**config.mk**
```make
export PLATFORM = sky130hd
export DESIGN_NAME = conbus_rr_flat
export DESIGN_NICKNAME = d
export VERILOG_FILES = /design/src/rtl/conbus_pkg.sv /design/src/rtl/conbus_rr_if.sv /design/src/rtl/conbus_rr_arb.sv /design/src/rtl/conbus_rr.sv /design/src/flat_wrapper.sv
export SDC_FILE = /design/constraint.sdc
export NUM_CORES = 1
export LEC_CHECK = 0
export BUFFER_PORTS_ARGS = -buffer_cell sky130_fd_sc_hd__buf_2
export CORE_AREA = 2 2 297 299
export CTS_CLUSTER_SIZE = 10
export DETAILED_ROUTE_END_ITERATION = 7
export DIE_AREA = 0 0 299 301
export PLACE_DENSITY = 0.36
export RECOVER_POWER = 100
export SLEW_MARGIN = 15
export SYNTH_ARGS = -nofsm -noshare
export SYNTH_HDL_FRONTEND = slang
export SYNTH_SLANG_ARGS = --single-unit
```
**constraint.sdc**
```tcl
create_clock -name sys_clk -period 6 [get_ports sys_clk]
set_input_delay 0.9 -clock sys_clk [delete_from_list [all_inputs] [get_ports sys_clk]]
set_output_delay 0.9 -clock sys_clk [all_outputs]
set_load 0.02 [all_outputs]
```
**src/rtl/conbus_pkg.sv**
```systemverilog
// Shared types, bus widths and round-robin helper for conbus_rr.
// Optional watchdog is enabled by defining CONBUS_RR_TIMEOUT_EN.
package conbus_pkg;

  localparam int WB_DW = 32;
  localparam int WB_AW = 32;

  localparam logic [2:0] CTI_CLASSIC = 3'b000;
  localparam logic [2:0] CTI_INCR    = 3'b010;
  localparam logic [2:0] CTI_EOB     = 3'b111;

  typedef enum logic {
    ARB_IDLE,
    ARB_OWNED
  } arb_state_e;

  // First requester scanning upward from last+1, wrapping at nm.
  function automatic logic [2:0] rr_pick(
    input logic [7:0] req,
    input logic [2:0] last,
    input int         nm
  );
    logic [2:0] g;
    logic       found;
    int         idx;
    g     = last;
    found = 1'b0;
    for (int i = 1; i <= 8; i++) begin
      idx = (int'(last) + i) % nm;
      if (i <= nm && !found && req[idx[2:0]]) begin
        g     = idx[2:0];
        found = 1'b1;
      end
    end
    return g;
  endfunction

endpackage

```
**src/rtl/conbus_rr_if.sv**
```systemverilog
// Bus bundle between masters, the conbus_rr switch and slaves.
// Optional watchdog is enabled by defining CONBUS_RR_TIMEOUT_EN.
interface conbus_rr_if
  import conbus_pkg::*;
#(
  parameter int NM = 6,
  parameter int NS = 6
) ();

  logic [NM*WB_AW-1:0] m_adr_i;
  logic [NM*WB_DW-1:0] m_dat_i;
  logic [WB_DW-1:0]    m_dat_o;
  logic [NM*3-1:0]     m_cti_i;
  logic [NM*4-1:0]     m_sel_i;
  logic [NM-1:0]       m_we_i;
  logic [NM-1:0]       m_cyc_i;
  logic [NM-1:0]       m_stb_i;
  logic [NM-1:0]       m_ack_o;
  logic [NM-1:0]       m_err_o;

  logic [WB_AW-1:0]    s_adr_o;
  logic [WB_DW-1:0]    s_dat_o;
  logic [2:0]          s_cti_o;
  logic [3:0]          s_sel_o;
  logic                s_we_o;
  logic [NS*WB_DW-1:0] s_dat_i;
  logic [NS-1:0]       s_cyc_o;
  logic [NS-1:0]       s_stb_o;
  logic [NS-1:0]       s_ack_i;

  // Switch side.
  modport slave (
    input  m_adr_i, m_dat_i, m_cti_i, m_sel_i,
    input  m_we_i, m_cyc_i, m_stb_i,
    output m_dat_o, m_ack_o, m_err_o,
    output s_adr_o, s_dat_o, s_cti_o, s_sel_o,
    output s_we_o, s_cyc_o, s_stb_o,
    input  s_dat_i, s_ack_i
  );

  // Environment side: masters and slaves.
  modport master (
    output m_adr_i, m_dat_i, m_cti_i, m_sel_i,
    output m_we_i, m_cyc_i, m_stb_i,
    input  m_dat_o, m_ack_o, m_err_o,
    input  s_adr_o, s_dat_o, s_cti_o, s_sel_o,
    input  s_we_o, s_cyc_o, s_stb_o,
    output s_dat_i, s_ack_i
  );

endinterface

```
**src/rtl/conbus_rr_arb.sv**
```systemverilog
// Registered round-robin arbiter: grant held until owner drops cyc.
// Optional watchdog is enabled by defining CONBUS_RR_TIMEOUT_EN.
module conbus_rr_arb
  import conbus_pkg::*;
#(
  parameter int NM = 6
) (
  input  logic          clk_i,
  input  logic          rst_i,
  input  logic [NM-1:0] req_i,
  output logic [NM-1:0] gnt_o,
  output logic          owned_o
);

  localparam logic [2:0] LAST_RST = 3'(NM - 1);

  arb_state_e state_q, state_d;
  logic [2:0] gnt_q, gnt_d;
  logic [2:0] last_q, last_d;
  logic [7:0] req;

  always_comb begin
    req          = '0;
    req[NM-1:0]  = req_i;
  end

  always_ff @(posedge clk_i) begin
    if (rst_i) begin
      state_q <= ARB_IDLE;
      gnt_q   <= '0;
      last_q  <= LAST_RST;
    end else begin
      state_q <= state_d;
      gnt_q   <= gnt_d;
      last_q  <= last_d;
    end
  end

  // Leaving OWNED always lands in IDLE: one dead cycle per handover.
  always_comb begin
    state_d = state_q;
    gnt_d   = gnt_q;
    last_d  = last_q;
    case (state_q)
      ARB_IDLE: begin
        if (|req) begin
          gnt_d   = rr_pick(req, last_q, NM);
          last_d  = gnt_d;
          state_d = ARB_OWNED;
        end
      end
      ARB_OWNED: begin
        if (!req[gnt_q]) state_d = ARB_IDLE;
      end
      default: state_d = ARB_IDLE;
    endcase
  end

  assign owned_o = (state_q == ARB_OWNED);

  always_comb begin
    gnt_o = '0;
    for (int k = 0; k < NM; k++) begin
      gnt_o[k] = owned_o && (gnt_q == 3'(k));
    end
  end

endmodule

```
**src/rtl/conbus_rr.sv**
```systemverilog
// N-master / M-slave Wishbone shared-bus switch with round-robin grant.
// Define CONBUS_RR_TIMEOUT_EN to add the silent-slave watchdog.
module conbus_rr
  import conbus_pkg::*;
#(
  parameter int                      NM       = 6,
  parameter int                      NS       = 6,
  parameter int                      S_ADDR_W = 3,
  parameter logic [NS*S_ADDR_W-1:0]  S_ADDR   = '0,
  parameter int                      TIMEOUT  = 1023
) (
  input  logic sys_clk,
  input  logic sys_rst,
  conbus_rr_if.slave bus
);

  logic [NM-1:0]    gnt;
  logic             owned;

  logic [WB_AW-1:0] adr;
  logic [WB_DW-1:0] dat;
  logic [2:0]       cti;
  logic [3:0]       sel;
  logic             we;
  logic             cyc_g;
  logic             stb_g;

  logic [NS-1:0]    sel_s;
  logic             hit;
  logic             ack_s;
  logic [WB_DW-1:0] rdat;

  logic             err_q, err_d;
  logic             to_fire;

  conbus_rr_arb #(.NM(NM)) u_arb (
    .clk_i   (sys_clk),
    .rst_i   (sys_rst),
    .req_i   (bus.m_cyc_i),
    .gnt_o   (gnt),
    .owned_o (owned)
  );

  // gnt is all-zero while idle, so the shared bus idles at 0.
  always_comb begin
    adr   = '0;
    dat   = '0;
    cti   = CTI_CLASSIC;
    sel   = '0;
    we    = 1'b0;
    cyc_g = 1'b0;
    stb_g = 1'b0;
    for (int k = 0; k < NM; k++) begin
      if (gnt[k]) begin
        adr   = bus.m_adr_i[k*WB_AW +: WB_AW];
        dat   = bus.m_dat_i[k*WB_DW +: WB_DW];
        cti   = bus.m_cti_i[k*3 +: 3];
        sel   = bus.m_sel_i[k*4 +: 4];
        we    = bus.m_we_i[k];
        cyc_g = bus.m_cyc_i[k];
        stb_g = bus.m_stb_i[k];
      end
    end
  end

  always_comb begin
    sel_s = '0;
    hit   = 1'b0;
    rdat  = '0;
    for (int i = 0; i < NS; i++) begin
      if (!hit &&
          adr[WB_AW-1 -: S_ADDR_W] ==
          S_ADDR[i*S_ADDR_W +: S_ADDR_W]) begin
        hit      = 1'b1;
        sel_s[i] = 1'b1;
      end
    end
    for (int i = 0; i < NS; i++) begin
      if (sel_s[i]) rdat = bus.s_dat_i[i*WB_DW +: WB_DW];
    end
  end

  assign ack_s = |(sel_s & bus.s_ack_i);

`ifdef CONBUS_RR_TIMEOUT_EN
  logic [9:0] cnt_q, cnt_d;

  always_comb begin
    cnt_d   = cnt_q;
    to_fire = 1'b0;
    if (!owned || ack_s || err_q) begin
      cnt_d = '0;
    end else if (stb_g) begin
      if (cnt_q == 10'(TIMEOUT - 1)) begin
        to_fire = 1'b1;
        cnt_d   = '0;
      end else begin
        cnt_d = cnt_q + 10'd1;
      end
    end
  end

  always_ff @(posedge sys_clk) begin
    if (sys_rst) cnt_q <= '0;
    else         cnt_q <= cnt_d;
  end
`else
  assign to_fire = 1'b0 & (TIMEOUT != 0);
`endif

  // Error is a one-cycle pulse; a still-pending stb re-arms it.
  assign err_d = owned & stb_g & ~err_q & (~hit | to_fire);

  always_ff @(posedge sys_clk) begin
    if (sys_rst) err_q <= 1'b0;
    else         err_q <= err_d;
  end

  assign bus.s_adr_o = adr;
  assign bus.s_dat_o = dat;
  assign bus.s_cti_o = cti;
  assign bus.s_sel_o = sel;
  assign bus.s_we_o  = we;

  assign bus.s_cyc_o = (owned & cyc_g & ~err_q) ? sel_s : '0;
  assign bus.s_stb_o = (owned & stb_g & ~err_q) ? sel_s : '0;

  assign bus.m_ack_o = (owned & ack_s & ~err_q) ? gnt : '0;
  assign bus.m_err_o = err_q ? gnt : '0;
  assign bus.m_dat_o = owned ? rdat : '0;

endmodule

```
**src/flat_wrapper.sv**
```systemverilog
// flat-port wrapper written by rule: the top's interface ports become plain ports
module conbus_rr_flat import conbus_pkg::*;
#(
  parameter int                      NM       = 6,
  parameter int                      NS       = 6,
  parameter int                      S_ADDR_W = 3,
  parameter logic [NS*S_ADDR_W-1:0]  S_ADDR   = '0,
  parameter int                      TIMEOUT  = 1023
)
  (sys_clk, sys_rst, bus_m_adr_i, bus_m_dat_i, bus_m_cti_i, bus_m_sel_i, bus_m_we_i, bus_m_cyc_i, bus_m_stb_i, bus_m_dat_o, bus_m_ack_o, bus_m_err_o, bus_s_adr_o, bus_s_dat_o, bus_s_cti_o, bus_s_sel_o, bus_s_we_o, bus_s_cyc_o, bus_s_stb_o, bus_s_dat_i, bus_s_ack_i);
  conbus_rr_if #(.NM(NM), .NS(NS)) bus_i ();
  input  logic sys_clk;
  input  logic sys_rst;
  input wire logic [$bits(bus_i.m_adr_i)-1:0] bus_m_adr_i;
  input wire logic [$bits(bus_i.m_dat_i)-1:0] bus_m_dat_i;
  input wire logic [$bits(bus_i.m_cti_i)-1:0] bus_m_cti_i;
  input wire logic [$bits(bus_i.m_sel_i)-1:0] bus_m_sel_i;
  input wire logic [$bits(bus_i.m_we_i)-1:0] bus_m_we_i;
  input wire logic [$bits(bus_i.m_cyc_i)-1:0] bus_m_cyc_i;
  input wire logic [$bits(bus_i.m_stb_i)-1:0] bus_m_stb_i;
  output wire logic [$bits(bus_i.m_dat_o)-1:0] bus_m_dat_o;
  output wire logic [$bits(bus_i.m_ack_o)-1:0] bus_m_ack_o;
  output wire logic [$bits(bus_i.m_err_o)-1:0] bus_m_err_o;
  output wire logic [$bits(bus_i.s_adr_o)-1:0] bus_s_adr_o;
  output wire logic [$bits(bus_i.s_dat_o)-1:0] bus_s_dat_o;
  output wire logic [$bits(bus_i.s_cti_o)-1:0] bus_s_cti_o;
  output wire logic [$bits(bus_i.s_sel_o)-1:0] bus_s_sel_o;
  output wire logic [$bits(bus_i.s_we_o)-1:0] bus_s_we_o;
  output wire logic [$bits(bus_i.s_cyc_o)-1:0] bus_s_cyc_o;
  output wire logic [$bits(bus_i.s_stb_o)-1:0] bus_s_stb_o;
  input wire logic [$bits(bus_i.s_dat_i)-1:0] bus_s_dat_i;
  input wire logic [$bits(bus_i.s_ack_i)-1:0] bus_s_ack_i;
  assign bus_i.m_adr_i = bus_m_adr_i;
  assign bus_i.m_dat_i = bus_m_dat_i;
  assign bus_i.m_cti_i = bus_m_cti_i;
  assign bus_i.m_sel_i = bus_m_sel_i;
  assign bus_i.m_we_i = bus_m_we_i;
  assign bus_i.m_cyc_i = bus_m_cyc_i;
  assign bus_i.m_stb_i = bus_m_stb_i;
  assign bus_m_dat_o = bus_i.m_dat_o;
  assign bus_m_ack_o = bus_i.m_ack_o;
  assign bus_m_err_o = bus_i.m_err_o;
  assign bus_s_adr_o = bus_i.s_adr_o;
  assign bus_s_dat_o = bus_i.s_dat_o;
  assign bus_s_cti_o = bus_i.s_cti_o;
  assign bus_s_sel_o = bus_i.s_sel_o;
  assign bus_s_we_o = bus_i.s_we_o;
  assign bus_s_cyc_o = bus_i.s_cyc_o;
  assign bus_s_stb_o = bus_i.s_stb_o;
  assign bus_i.s_dat_i = bus_s_dat_i;
  assign bus_i.s_ack_i = bus_s_ack_i;
  conbus_rr #(.NM(NM), .NS(NS), .S_ADDR_W(S_ADDR_W), .S_ADDR(S_ADDR), .TIMEOUT(TIMEOUT)) u_core (.sys_clk(sys_clk), .sys_rst(sys_rst), .bus(bus_i));
endmodule
```
==> run metrics <==
Post-CTS Setup Repair Bufs 0; wire length on met2 20300 um; top cells by count, synth 72 x a22oi_1, 72 x nor2_1, 55 x a222oi_1, 51 x clkbuf_1, 40 x o21ai_0; Worst-path clk slew 0.04 ns; Ys Warns 0; TritonCTS clock tree yes; uppermost layer routed met5; Hold Path Origin u_core.u_arb.gnt_q[2]$_SDFFE_PP0P_; DRT met1 WL 18600 um; number of DRC markers in iteration 0 866; Worst VDD drop 0.000156 V; Slew @ Worst Pin 2.02 ns; reg-to-reg startpoint u_core.u_arb.gnt_q[1]$_SDFFE_PP0P_; fraction of registers with async set/reset 0; final instance area 0.00863 sq mm; Mapped Area 0.00439 sq mm; Worst path max stage delay 0.77 ns; unrepaired setup endpoints after global routing false; Crit path buffers/inverters 4; H-tree depth 1; # clock sinks 7; maximum number of pins on one net before global-route repair 71; Hold-fix buffers, CTS 0; Yosys reg bits 7; Final TNS setup 0 ns; CTS resizes 0; fin crit period 5.10 ns; via count 7854; die height 301 um; launching element type of the critical path flip-flop; PD cells 303 mW/mm^2; final net count 1847; Die X 299 um; number of synthesized flops with an enable pin 0; Yosys cell types 80; Hold Crit Class reg2reg; Max Root-Sink Buffers 2; final WL 44600 um; WP depth 11; drt via density 3.34; Die Area 0.0900 sq mm; Seq/Total Area, Yosys 0.0319; hold path depth 2; Avg Cell Area, Syn 6.90 sq um; reg-to-reg endpoint u_core.u_arb.gnt_q[2]$_SDFFE_PP0P_; Crit-path slowest cell dfxtp_2; total power 2620 uW; Critical Path AT 4.20 ns; crit path kind reg2out; Routed WL per cell 18.9 um; crit-path leading delay family buffers and inverters; area leader, netlist a222oi_1; fmax 0.196 GHz; Placement Cell Area 0.00872 sq mm; I/O pins 772; first-pass GRT wire length 58100 um; drt first pass iters 5; clock tree root driver cell clkbuf_16; DP Cell Count 2343; R2R depth 12; Final ANT Viol Nets 0; layout cells sized above 1 0.469; GP Congestion 0.784; status complete, but fails checks; Crit path required time 5.10 ns; count of pins over their slew limit 160; worst hold endpoint u_core.u_arb.gnt_q[2]$_SDFFE_PP0P_; failing checks capacitance limit, slew limit; Final Hold Fails 0; number of global-route vias before repair 7840; Initial Util 0.0508; # DRC 0; metal3 WL 4890 um; worst skew pair latency 0.23 ns; fillers 10292; max_slew headroom -0.345; Synth top area share 0.125; Tot GR Track Use 0.0908; CP endpoint kind output pin; Post-DP HPWL 37500 um; Tcrit/Tclk final 0.850; CTS buffer count 3; count of input and output buffers 596; fin cells 2355; worst path cell trace buf_4, nor2_4, a21oi_1, clkbuf_1, o21ai_0, nor3_2, buf_4, and2_0, nand3b_1, nor3_1, clkbuf_1; r2r setup slk 1.43 ns; maxcap violations 3; Cell Rows 108; Area contributors post-synth a222oi_1 13%, a22oi_1 12%, mux2i_1 8.0%; core region area 0.0865 sq mm; Pleak 0.00372 uW; final setup fails 0; initial antenna violation count 18; GRT overflow 0; Setup Skew 0.00179 ns; Area Growth Syn to Fin 96.4%; Mapped Cells 637; Worst Path Max Fanout 34; Top FF cell, synth dfxtp_1
[power breakdown]
group          leakage (uW)  total [uW]  switching (uW)  internal (uW)
combinational       0.00363        2380            1550            824
sequential        0.0000587         127            64.3           62.4
clock             0.0000382         114            25.5           88.5
total               0.00372        2620            1640            975
[state kept, by name (all words and copies together) (netlist names)]
register	count
u_core.err_q	1
u_core.u_arb.owned_o	1
u_core.u_arb.last_q	2
u_core.u_arb.gnt_q	3
[worst register-to-register path, cell delays in order (launching register included)]
cell and delay [ns]:
dfxtp_2 0.62, inv_1 0.41, ha_1 0.44, a21oi_1 0.42, inv_1 0.22, ha_1 0.34, nor2b_1 0.27, a211oi_1 0.15
or3_2 0.50, o21ai_0 0.47, o211ai_2 0.14, a32o_2 0.25, a311oi_2 0.24
[stage by stage]
step	util	worst slack [ns]	hold slack, ns
detailed placement	0.101	1.42	0.702
global placement	0.101	1.43	0.686
floorplan	-	2.33	0.595
CTS	0.102	1.16	0.707
global route	0.0996	0.503	0.718
finish	0.0998	0.897	0.695
[cell usage in the layout (no fill, tap or decap), drive strengths merged, types with 4 or more instances in the layout]
cell,count
nor3,14
nor2b,6
a222oi,55
o21ai,44
conb,10
mux2i,35
nand2b,7
a22o,6
inv,12
buf,511
a221oi,4
and3,35
nor2,72
nand2,23
dfxtp,7
and2,8
nand3,17
ha,10
o211ai,6
a21oi,38
mux2,5
a32o,4
diode,8
a31oi,31
clkbuf,110
a22oi,72
[routing by layer]
layer	global-route usage	up-vias
met2	0.152	505
met4	0.0119	10
li1	-	3695
met3	0.0306	51
met5	0	-
met1	0.115	3593
[cell families (layout without fill, tap and decap cells)]
family	after synthesis	after routing	synth area share
adders and majority gates	10	10	0.0285
and+or+nand+nor	202	202	0.237
muxes	43	43	0.110
xor gates and xnor gates	5	5	0.0159
AOI/OAI and AO/OA	281	281	0.477
buffers and inverters	88	634	0.0994
DFF	7	7	0.0319
other	1	18	0.000853
[area by class of cell]
class                           count  area (sq um)  area share
Tap cell                         1155          1450       0.167
Multi-Input combinational cell    551          3870       0.449
Timing Repair Buffer              617          3020       0.350
Clock buffer                        4          78.8     0.00913
Inverter                           13          51.3     0.00594
Antenna cell                        8          20.0     0.00232
Sequential cell                     7           143      0.0165
[how the worst max path moves through the flow]
stage                                  startpoint              end  slack (ns)
2_1_floorplan                    bus_m_adr_i[125]   bus_m_ack_o[2]        2.33
5_1_grt        u_core.u_arb.gnt_q[0]$_SDFFE_PP0P_  bus_s_dat_o[21]        0.50
6_report       u_core.u_arb.gnt_q[0]$_SDFFE_PP0P_   bus_m_ack_o[2]        0.90
4_1_cts        u_core.u_arb.gnt_q[0]$_SDFFE_PP0P_   bus_m_ack_o[2]        1.16
3_3_place_gp   u_core.u_arb.gnt_q[0]$_SDFFE_PP0P_   bus_m_ack_o[2]        1.43
3_5_place_dp   u_core.u_arb.gnt_q[0]$_SDFFE_PP0P_   bus_m_ack_o[2]        1.42
Note: power is estimated with default switching activity, not from simulation.
